**src/rtl/ws2811_serial_decoder_if.sv**
```systemverilog
// Signal bundle between the WS2811 loopback decoder and whoever drives the line
// and consumes decoded pixels / shadow-buffer reads.
interface ws2811_serial_decoder_if;
  logic        serial_in;
  logic [3:0]  rd_index;
  logic [23:0] rd_data;
  logic        pixel_valid;
  logic [23:0] pixel_data;
  logic [7:0]  pixel_index;
  logic        frame_done;
  logic [7:0]  led_count;
  logic [2:0]  frame_error;
  logic        stuck_error;

  modport master (
    output serial_in, rd_index,
    input  rd_data, pixel_valid, pixel_data, pixel_index,
           frame_done, led_count, frame_error, stuck_error
  );

  modport slave (
    input  serial_in, rd_index,
    output rd_data, pixel_valid, pixel_data, pixel_index,
           frame_done, led_count, frame_error, stuck_error
  );
endinterface

```
**src/rtl/ws2811_serial_decoder.sv**
```systemverilog
// Decodes a WS2811 single-wire stream into 24-bit words, counts LEDs per frame
// and keeps the last error-free frame in a readable shadow buffer.
module ws2811_serial_decoder #(
  parameter int BIT_THRESH   = 30,
  parameter int MIN_HIGH     = 5,
  parameter int MAX_HIGH     = 50,
  parameter int RESET_CYCLES = 2500,
  parameter int MAX_LEDS     = 11
) (
  input  logic                     clock,
  input  logic                     reset,
  ws2811_serial_decoder_if.slave   bus
);

  localparam logic [7:0]  BIT_THRESH_W = 8'(BIT_THRESH);
  localparam logic [7:0]  MIN_HIGH_W   = 8'(MIN_HIGH);
  localparam logic [7:0]  MAX_HIGH_W   = 8'(MAX_HIGH);
  localparam logic [11:0] RESET_W      = 12'(RESET_CYCLES);
  localparam logic [7:0]  MAX_LEDS_W   = 8'(MAX_LEDS);

  typedef enum logic [1:0] {
    WAIT_GAP = 2'd0,
    IDLE     = 2'd1,
    HIGH     = 2'd2,
    LOW      = 2'd3
  } state_t;

  state_t      state_r;
  state_t      state_nxt_s;

  logic        sync1_r;
  logic        s_r;
  logic        s_prev_r;
  logic        rise_s;
  logic        fall_s;

  logic [7:0]  high_cnt_r;
  logic [11:0] low_cnt_r;
  logic        low_hit_s;
  logic        count_low_s;

  logic        shift_en_s;
  logic        bit_val_s;
  logic        glitch_s;
  logic        stuck_s;
  logic        frame_end_s;

  logic [23:0] shift_r;
  logic [23:0] shift_nxt_s;
  logic [4:0]  bit_cnt_r;
  logic [7:0]  word_cnt_r;
  logic        glitch_r;
  logic        ovf_r;
  logic [2:0]  err_s;

  logic [23:0] work_r   [MAX_LEDS];
  logic [23:0] shadow_r [MAX_LEDS];

  logic [23:0] rd_data_r;
  logic        pixel_valid_r;
  logic [23:0] pixel_data_r;
  logic [7:0]  pixel_index_r;
  logic        frame_done_r;
  logic [7:0]  led_count_r;
  logic [2:0]  frame_error_r;
  logic        stuck_error_r;

  assign rise_s      = s_r & ~s_prev_r;
  assign fall_s      = ~s_r & s_prev_r;
  assign low_hit_s   = (low_cnt_r >= (RESET_W - 12'd1));
  assign count_low_s = ~s_r & ((state_r == WAIT_GAP) | (state_r == LOW));
  assign shift_nxt_s = {shift_r[22:0], bit_val_s};
  assign err_s       = {ovf_r, (bit_cnt_r != 5'd0), glitch_r};

  // Two-flop synchroniser plus the delayed copy used for edge detection.
  always_ff @(posedge clock or posedge reset) begin
    if (reset) begin
      sync1_r  <= 1'b0;
      s_r      <= 1'b0;
      s_prev_r <= 1'b0;
    end else begin
      sync1_r  <= bus.serial_in;
      s_r      <= sync1_r;
      s_prev_r <= s_r;
    end
  end

  // Pulse-width counters; both saturate so a dead line cannot wrap them.
  always_ff @(posedge clock or posedge reset) begin
    if (reset) begin
      high_cnt_r <= 8'd0;
      low_cnt_r  <= 12'd0;
    end else begin
      if ((state_r == HIGH) && s_r) begin
        high_cnt_r <= (high_cnt_r == 8'hFF) ? 8'hFF : high_cnt_r + 8'd1;
      end else begin
        high_cnt_r <= 8'd0;
      end
      if (count_low_s) begin
        low_cnt_r <= (low_cnt_r >= RESET_W) ? RESET_W : low_cnt_r + 12'd1;
      end else begin
        low_cnt_r <= 12'd0;
      end
    end
  end

  always_ff @(posedge clock or posedge reset) begin
    if (reset) begin
      state_r <= WAIT_GAP;
    end else begin
      state_r <= state_nxt_s;
    end
  end

  // Next-state logic; a rising edge in LOW beats a simultaneous frame end.
  always_comb begin
    state_nxt_s = state_r;
    shift_en_s  = 1'b0;
    bit_val_s   = 1'b0;
    glitch_s    = 1'b0;
    stuck_s     = 1'b0;
    frame_end_s = 1'b0;
    case (state_r)
      WAIT_GAP: begin
        if (!s_r && low_hit_s) begin
          state_nxt_s = IDLE;
        end else begin
          state_nxt_s = WAIT_GAP;
        end
      end
      IDLE: begin
        if (rise_s) begin
          state_nxt_s = HIGH;
        end else begin
          state_nxt_s = IDLE;
        end
      end
      HIGH: begin
        if (high_cnt_r > MAX_HIGH_W) begin
          stuck_s     = 1'b1;
          state_nxt_s = WAIT_GAP;
        end else if (fall_s) begin
          state_nxt_s = LOW;
          if (high_cnt_r < MIN_HIGH_W) begin
            glitch_s = 1'b1;
          end else begin
            shift_en_s = 1'b1;
            bit_val_s  = (high_cnt_r >= BIT_THRESH_W);
          end
        end else begin
          state_nxt_s = HIGH;
        end
      end
      LOW: begin
        if (rise_s) begin
          state_nxt_s = HIGH;
        end else if (low_hit_s) begin
          frame_end_s = 1'b1;
          state_nxt_s = IDLE;
        end else begin
          state_nxt_s = LOW;
        end
      end
      default: begin
        state_nxt_s = WAIT_GAP;
      end
    endcase
  end

  // Word assembly, frame accounting and shadow-buffer commit.
  always_ff @(posedge clock or posedge reset) begin
    if (reset) begin
      shift_r       <= 24'd0;
      bit_cnt_r     <= 5'd0;
      word_cnt_r    <= 8'd0;
      glitch_r      <= 1'b0;
      ovf_r         <= 1'b0;
      pixel_valid_r <= 1'b0;
      pixel_data_r  <= 24'd0;
      pixel_index_r <= 8'd0;
      frame_done_r  <= 1'b0;
      led_count_r   <= 8'd0;
      frame_error_r <= 3'd0;
      stuck_error_r <= 1'b0;
      for (int i = 0; i < MAX_LEDS; i++) begin
        work_r[i]   <= 24'd0;
        shadow_r[i] <= 24'd0;
      end
    end else begin
      pixel_valid_r <= 1'b0;
      frame_done_r  <= 1'b0;
      if (stuck_s) begin
        stuck_error_r <= 1'b1;
        shift_r       <= 24'd0;
        bit_cnt_r     <= 5'd0;
        word_cnt_r    <= 8'd0;
        glitch_r      <= 1'b0;
        ovf_r         <= 1'b0;
      end else if (frame_end_s) begin
        if ((word_cnt_r != 8'd0) || (bit_cnt_r != 5'd0)) begin
          frame_done_r  <= 1'b1;
          led_count_r   <= word_cnt_r;
          frame_error_r <= err_s;
          if (err_s == 3'd0) begin
            for (int i = 0; i < MAX_LEDS; i++) begin
              shadow_r[i] <= work_r[i];
            end
          end
        end
        shift_r    <= 24'd0;
        bit_cnt_r  <= 5'd0;
        word_cnt_r <= 8'd0;
        glitch_r   <= 1'b0;
        ovf_r      <= 1'b0;
      end else begin
        if (glitch_s) begin
          glitch_r <= 1'b1;
        end
        if (shift_en_s) begin
          shift_r <= shift_nxt_s;
          if (bit_cnt_r == 5'd23) begin
            pixel_valid_r <= 1'b1;
            pixel_data_r  <= shift_nxt_s;
            pixel_index_r <= word_cnt_r;
            if (word_cnt_r < MAX_LEDS_W) begin
              work_r[word_cnt_r[3:0]] <= shift_nxt_s;
            end else begin
              ovf_r <= 1'b1;
            end
            if (word_cnt_r != 8'hFF) begin
              word_cnt_r <= word_cnt_r + 8'd1;
            end
            bit_cnt_r <= 5'd0;
          end else begin
            bit_cnt_r <= bit_cnt_r + 5'd1;
          end
        end
      end
    end
  end

  always_ff @(posedge clock or posedge reset) begin
    if (reset) begin
      rd_data_r <= 24'd0;
    end else if ({4'd0, bus.rd_index} < MAX_LEDS_W) begin
      rd_data_r <= shadow_r[bus.rd_index];
    end else begin
      rd_data_r <= 24'd0;
    end
  end

  assign bus.rd_data     = rd_data_r;
  assign bus.pixel_valid = pixel_valid_r;
  assign bus.pixel_data  = pixel_data_r;
  assign bus.pixel_index = pixel_index_r;
  assign bus.frame_done  = frame_done_r;
  assign bus.led_count   = led_count_r;
  assign bus.frame_error = frame_error_r;
  assign bus.stuck_error = stuck_error_r;

endmodule
```
**src/flat_wrapper.sv**
```systemverilog
// flat-port wrapper written by rule: the top's interface ports become plain ports
module ws2811_serial_decoder_flat 
#(
  parameter int BIT_THRESH   = 30,
  parameter int MIN_HIGH     = 5,
  parameter int MAX_HIGH     = 50,
  parameter int RESET_CYCLES = 2500,
  parameter int MAX_LEDS     = 11
)
  (clock, reset, bus_serial_in, bus_rd_index, bus_rd_data, bus_pixel_valid, bus_pixel_data, bus_pixel_index, bus_frame_done, bus_led_count, bus_frame_error, bus_stuck_error);
  ws2811_serial_decoder_if bus_i ();
  input  logic clock;
  input  logic reset;
  input wire logic [$bits(bus_i.serial_in)-1:0] bus_serial_in;
  input wire logic [$bits(bus_i.rd_index)-1:0] bus_rd_index;
  output wire logic [$bits(bus_i.rd_data)-1:0] bus_rd_data;
  output wire logic [$bits(bus_i.pixel_valid)-1:0] bus_pixel_valid;
  output wire logic [$bits(bus_i.pixel_data)-1:0] bus_pixel_data;
  output wire logic [$bits(bus_i.pixel_index)-1:0] bus_pixel_index;
  output wire logic [$bits(bus_i.frame_done)-1:0] bus_frame_done;
  output wire logic [$bits(bus_i.led_count)-1:0] bus_led_count;
  output wire logic [$bits(bus_i.frame_error)-1:0] bus_frame_error;
  output wire logic [$bits(bus_i.stuck_error)-1:0] bus_stuck_error;
  assign bus_i.serial_in = bus_serial_in;
  assign bus_i.rd_index = bus_rd_index;
  assign bus_rd_data = bus_i.rd_data;
  assign bus_pixel_valid = bus_i.pixel_valid;
  assign bus_pixel_data = bus_i.pixel_data;
  assign bus_pixel_index = bus_i.pixel_index;
  assign bus_frame_done = bus_i.frame_done;
  assign bus_led_count = bus_i.led_count;
  assign bus_frame_error = bus_i.frame_error;
  assign bus_stuck_error = bus_i.stuck_error;
  ws2811_serial_decoder #(.BIT_THRESH(BIT_THRESH), .MIN_HIGH(MIN_HIGH), .MAX_HIGH(MAX_HIGH), .RESET_CYCLES(RESET_CYCLES), .MAX_LEDS(MAX_LEDS)) u_core (.clock(clock), .reset(reset), .bus(bus_i));
endmodule
```
**config.mk**
```make
export PLATFORM = sky130hd
export DESIGN_NAME = ws2811_serial_decoder_flat
export DESIGN_NICKNAME = d
export VERILOG_FILES = /design/src/rtl/ws2811_serial_decoder_if.sv /design/src/rtl/ws2811_serial_decoder.sv /design/src/flat_wrapper.sv
export SDC_FILE = /design/constraint.sdc
export NUM_CORES = 1
export LEC_CHECK = 0
export ABC_AREA = 1
export CORE_AREA = 2 2 346 348
export CTS_BUF_LIST = sky130_fd_sc_hd__clkbuf_16
export DETAILED_ROUTE_END_ITERATION = 8
export DIE_AREA = 0 0 348 350
export PLACE_DENSITY = 0.51
export SETUP_SLACK_MARGIN = 0.4
export SLEW_MARGIN = 10
export SYNTH_ARGS = -nofsm -noshare
export SYNTH_HDL_FRONTEND = slang
export SYNTH_SLANG_ARGS = --single-unit
```
**constraint.sdc**
```tcl
create_clock -name clock -period 65.1 [get_ports clock]
set_clock_uncertainty 0.05 [all_clocks]
set_input_delay 9.765 -clock clock [delete_from_list [all_inputs] [get_ports clock]]
set_output_delay 9.765 -clock clock [all_outputs]
set_load 0.01 [all_outputs]
```
==> reports/metrics.cfg <==
[finish]
area_delta_synth_final_pct=14.5
n_antenna_cell=0
drive_above_1_share_pct=6.25
final_nets=3280
fin_area_mm2=0.0336
fillers=12400

[placed_design]
portBuffers=76
routabilityCongestion=0.732
dp_hpwl_mm=48.3
place_area_mm2=0.0313

[power_and_ir_drop]
vdd_drop_max_v=0.0000153
powerDensity_mw_per_mm2=25.0
power_uw=842
p_leak_uw=0.0151

[floorplanning]
rows=126
core-area_mm2=0.118
io-pin-count=77
start_util_pct=24.9
die-height_um=350
fp.dieW_um=348
die_area_mm2=0.122

[worst_setup_path]
worstPathMaxFanout=163
crit_buf_inv=5
path_delay_family=buffers and inverters
critPathKind=in -> async
rr_worst_depth=11
timing.critical_path.mode_cell=buf_4
rr_startpoint=u_core.high_cnt_r[0]
arrival_ns=13.36
max_stage_delay_ns=0.82
start_kind=primary input
r2r-end=u_core.work_r[112]
required_ns=65.62
cp-endpoint=u_core.work_r[197]
crit_start=reset
reg2reg_setup_slack_ns=60.77
path_cells=clkdlybuf4s50_1 -> inv_8 -> buf_4 -> buf_4 -> buf_12
cp-end-kind=asynchronous set/reset pin
crit_slowest_cell=buf_4
worst-path-stages=5

[sta]
finalCriticalPeriod_ns=12.84
worst_pin_slew_ns=1.10
finalHoldViolations=0
setup_viol=0
setup_tns_ns=0
slew-limit-headroom_pct=26.4
final_max_slew_viol_count=0
max_freq_ghz=0.0779
rsz0062_at_grt=no
fin_crit_sh_pct=19.7

[drt]
firstDrtPassIters=6
drtIter0Drc=2091
detail-route-antenna-nets=0
vias=22400
post-route-drc-count=0
vias_per_cell=4.62
wirelength_mm=91.7
wire_per_inst_um=18.9

[run]
maxCapViolCount=0

[global_routing]
grt_max_degree=197
grt_pass1_wl_mm=142
groute.usage.overall_pct=15.1
antenna_found_initial=2
grt_overflow_total=0
grt_pass1_vias=22100

[cts]
cts_max_path_buffers=3
postCtsSetupRepairBufs=0
clk_pin_slew_ns=0.06
cts_tree=built
htreeDepth=3
cts_root_buf=clkbuf_16
clkSinkCount=661
cts_buffers=76
worstSkewPairLatency_ns=0.62
cts_resized=0
holdBufCountCts=0

[synthesis]
syn_area_mm2=0.0294
synth_nets=3326
ys_types=35
ys_seq_area_share_pct=56.3
syn_inst=3304
synthArstFlopShare_pct=100
synth_warnings=0
ys_seq_elements=661
synthFlopType=dfrtp_1
synth_area_per_cell_um2=8.89
synth_edf_count=0

[status]
outcome=finished clean

[hold_path]
min_path_type=reg -> reg
hp-start=u_core.sync1_r

layout by cell type (no fill, tap or decap), types with 26 or more instances in the layout:
| cell type | count |
|---|---|
| nand2_1 | 716 |
| dfrtp_1 | 661 |
| inv_1 | 350 |
| nand3_1 | 310 |
| o21ai_1 | 289 |
| o21bai_1 | 265 |
| nor2_1 | 133 |
| o21ai_0 | 116 |
| clkbuf_16 | 79 |
| clkdlybuf4s50_1 | 74 |
| buf_4 | 38 |
| clkinv_1 | 28 |
| or2_2 | 26 |
worst min-delay path by stage:
stage	to	slack [ns]	cells after the start
2_1_floorplan	u_core.s_r	0.28	0
3_5_place_dp	u_core.s_r	0.29	0
5_1_grt	u_core.s_r	0.32	0
3_3_place_gp	u_core.s_r	0.29	0
4_1_cts	u_core.s_r	0.30	0
6_report	u_core.s_r	0.30	0
logic make-up (layout without fill, tap and decap cells):
group,Yosys count,count (layout),share of synthesized area (%)
compound gates,777,777,16.5
fa+ha+maj,15,15,0.639
simple gates,1236,1236,17.7
xor+xnor,13,13,0.388
flops,661,661,56.3
buf+inv,602,611,8.38
synth_stat cells (26+ instances only):
master    count  area [um2]
nand2_1     717        2690
inv_1       352        1320
nor2_1      144         541
nand3_1     310        1550
clkbuf_1    127         477
o21ai_1     289        1450
or2_2        26         163
o21bai_1    265        1990
o21ai_0     116         581
dfrtp_1     661       16500
buf_2        63         315
buf_4        33         248
metrics by stage:
step                setup slack [ns]  hold slack, ns  util, %  instances
floorplan                      36.76           0.281        -       3304
global placement               51.57           0.291     26.6       4716
detailed placement             51.61           0.290     26.6       4716
CTS                            52.24           0.304     28.6       4849
global route                   51.80           0.322     28.6       4849
finish                         52.26           0.300     28.6       4849
layer usage:
layer | part of all wire (%) | track usage [%] | vias to the layer above | wire (um)
li1 | - | - | 10600 | -
met1 | 47 | 21.9 | 11000 | 43400
met2 | 44 | 23.2 | 655 | 40200
met3 | 6.7 | 2.60 | 117 | 6120
met4 | 2.1 | 3.57 | 0 | 1900
met5 | 0 | 0 | - | 0
power breakdown:
part	switching (uW)	total, uW	internal, uW
combinational	19.0	25.2	6.20
clock	173	403	230
sequential	1.48	414	412
total	193	842	648
state kept, by name, indices dropped and copies added, names as in the netlist, 12 cells and up:
signal,cells
u_core.shadow_r,264
u_core.bus.rd_data,24
u_core.bus.pixel_data,24
u_core.low_cnt_r,12
u_core.work_r,264
u_core.shift_r,23
area by class of cell:
cell class                 instances  area (um2)  area share, %
clock buffer                      79        1980           5.88
clock inverter                    54         315          0.937
inverter                         362        1370           4.06
multi-input combinational       2041       10400           30.9
sequential                       661       16500           49.2
tap                             1536        1920           5.71
timing repair buffer             116        1110           3.29
No activity file was read; power rests on OpenSTA's default activity.
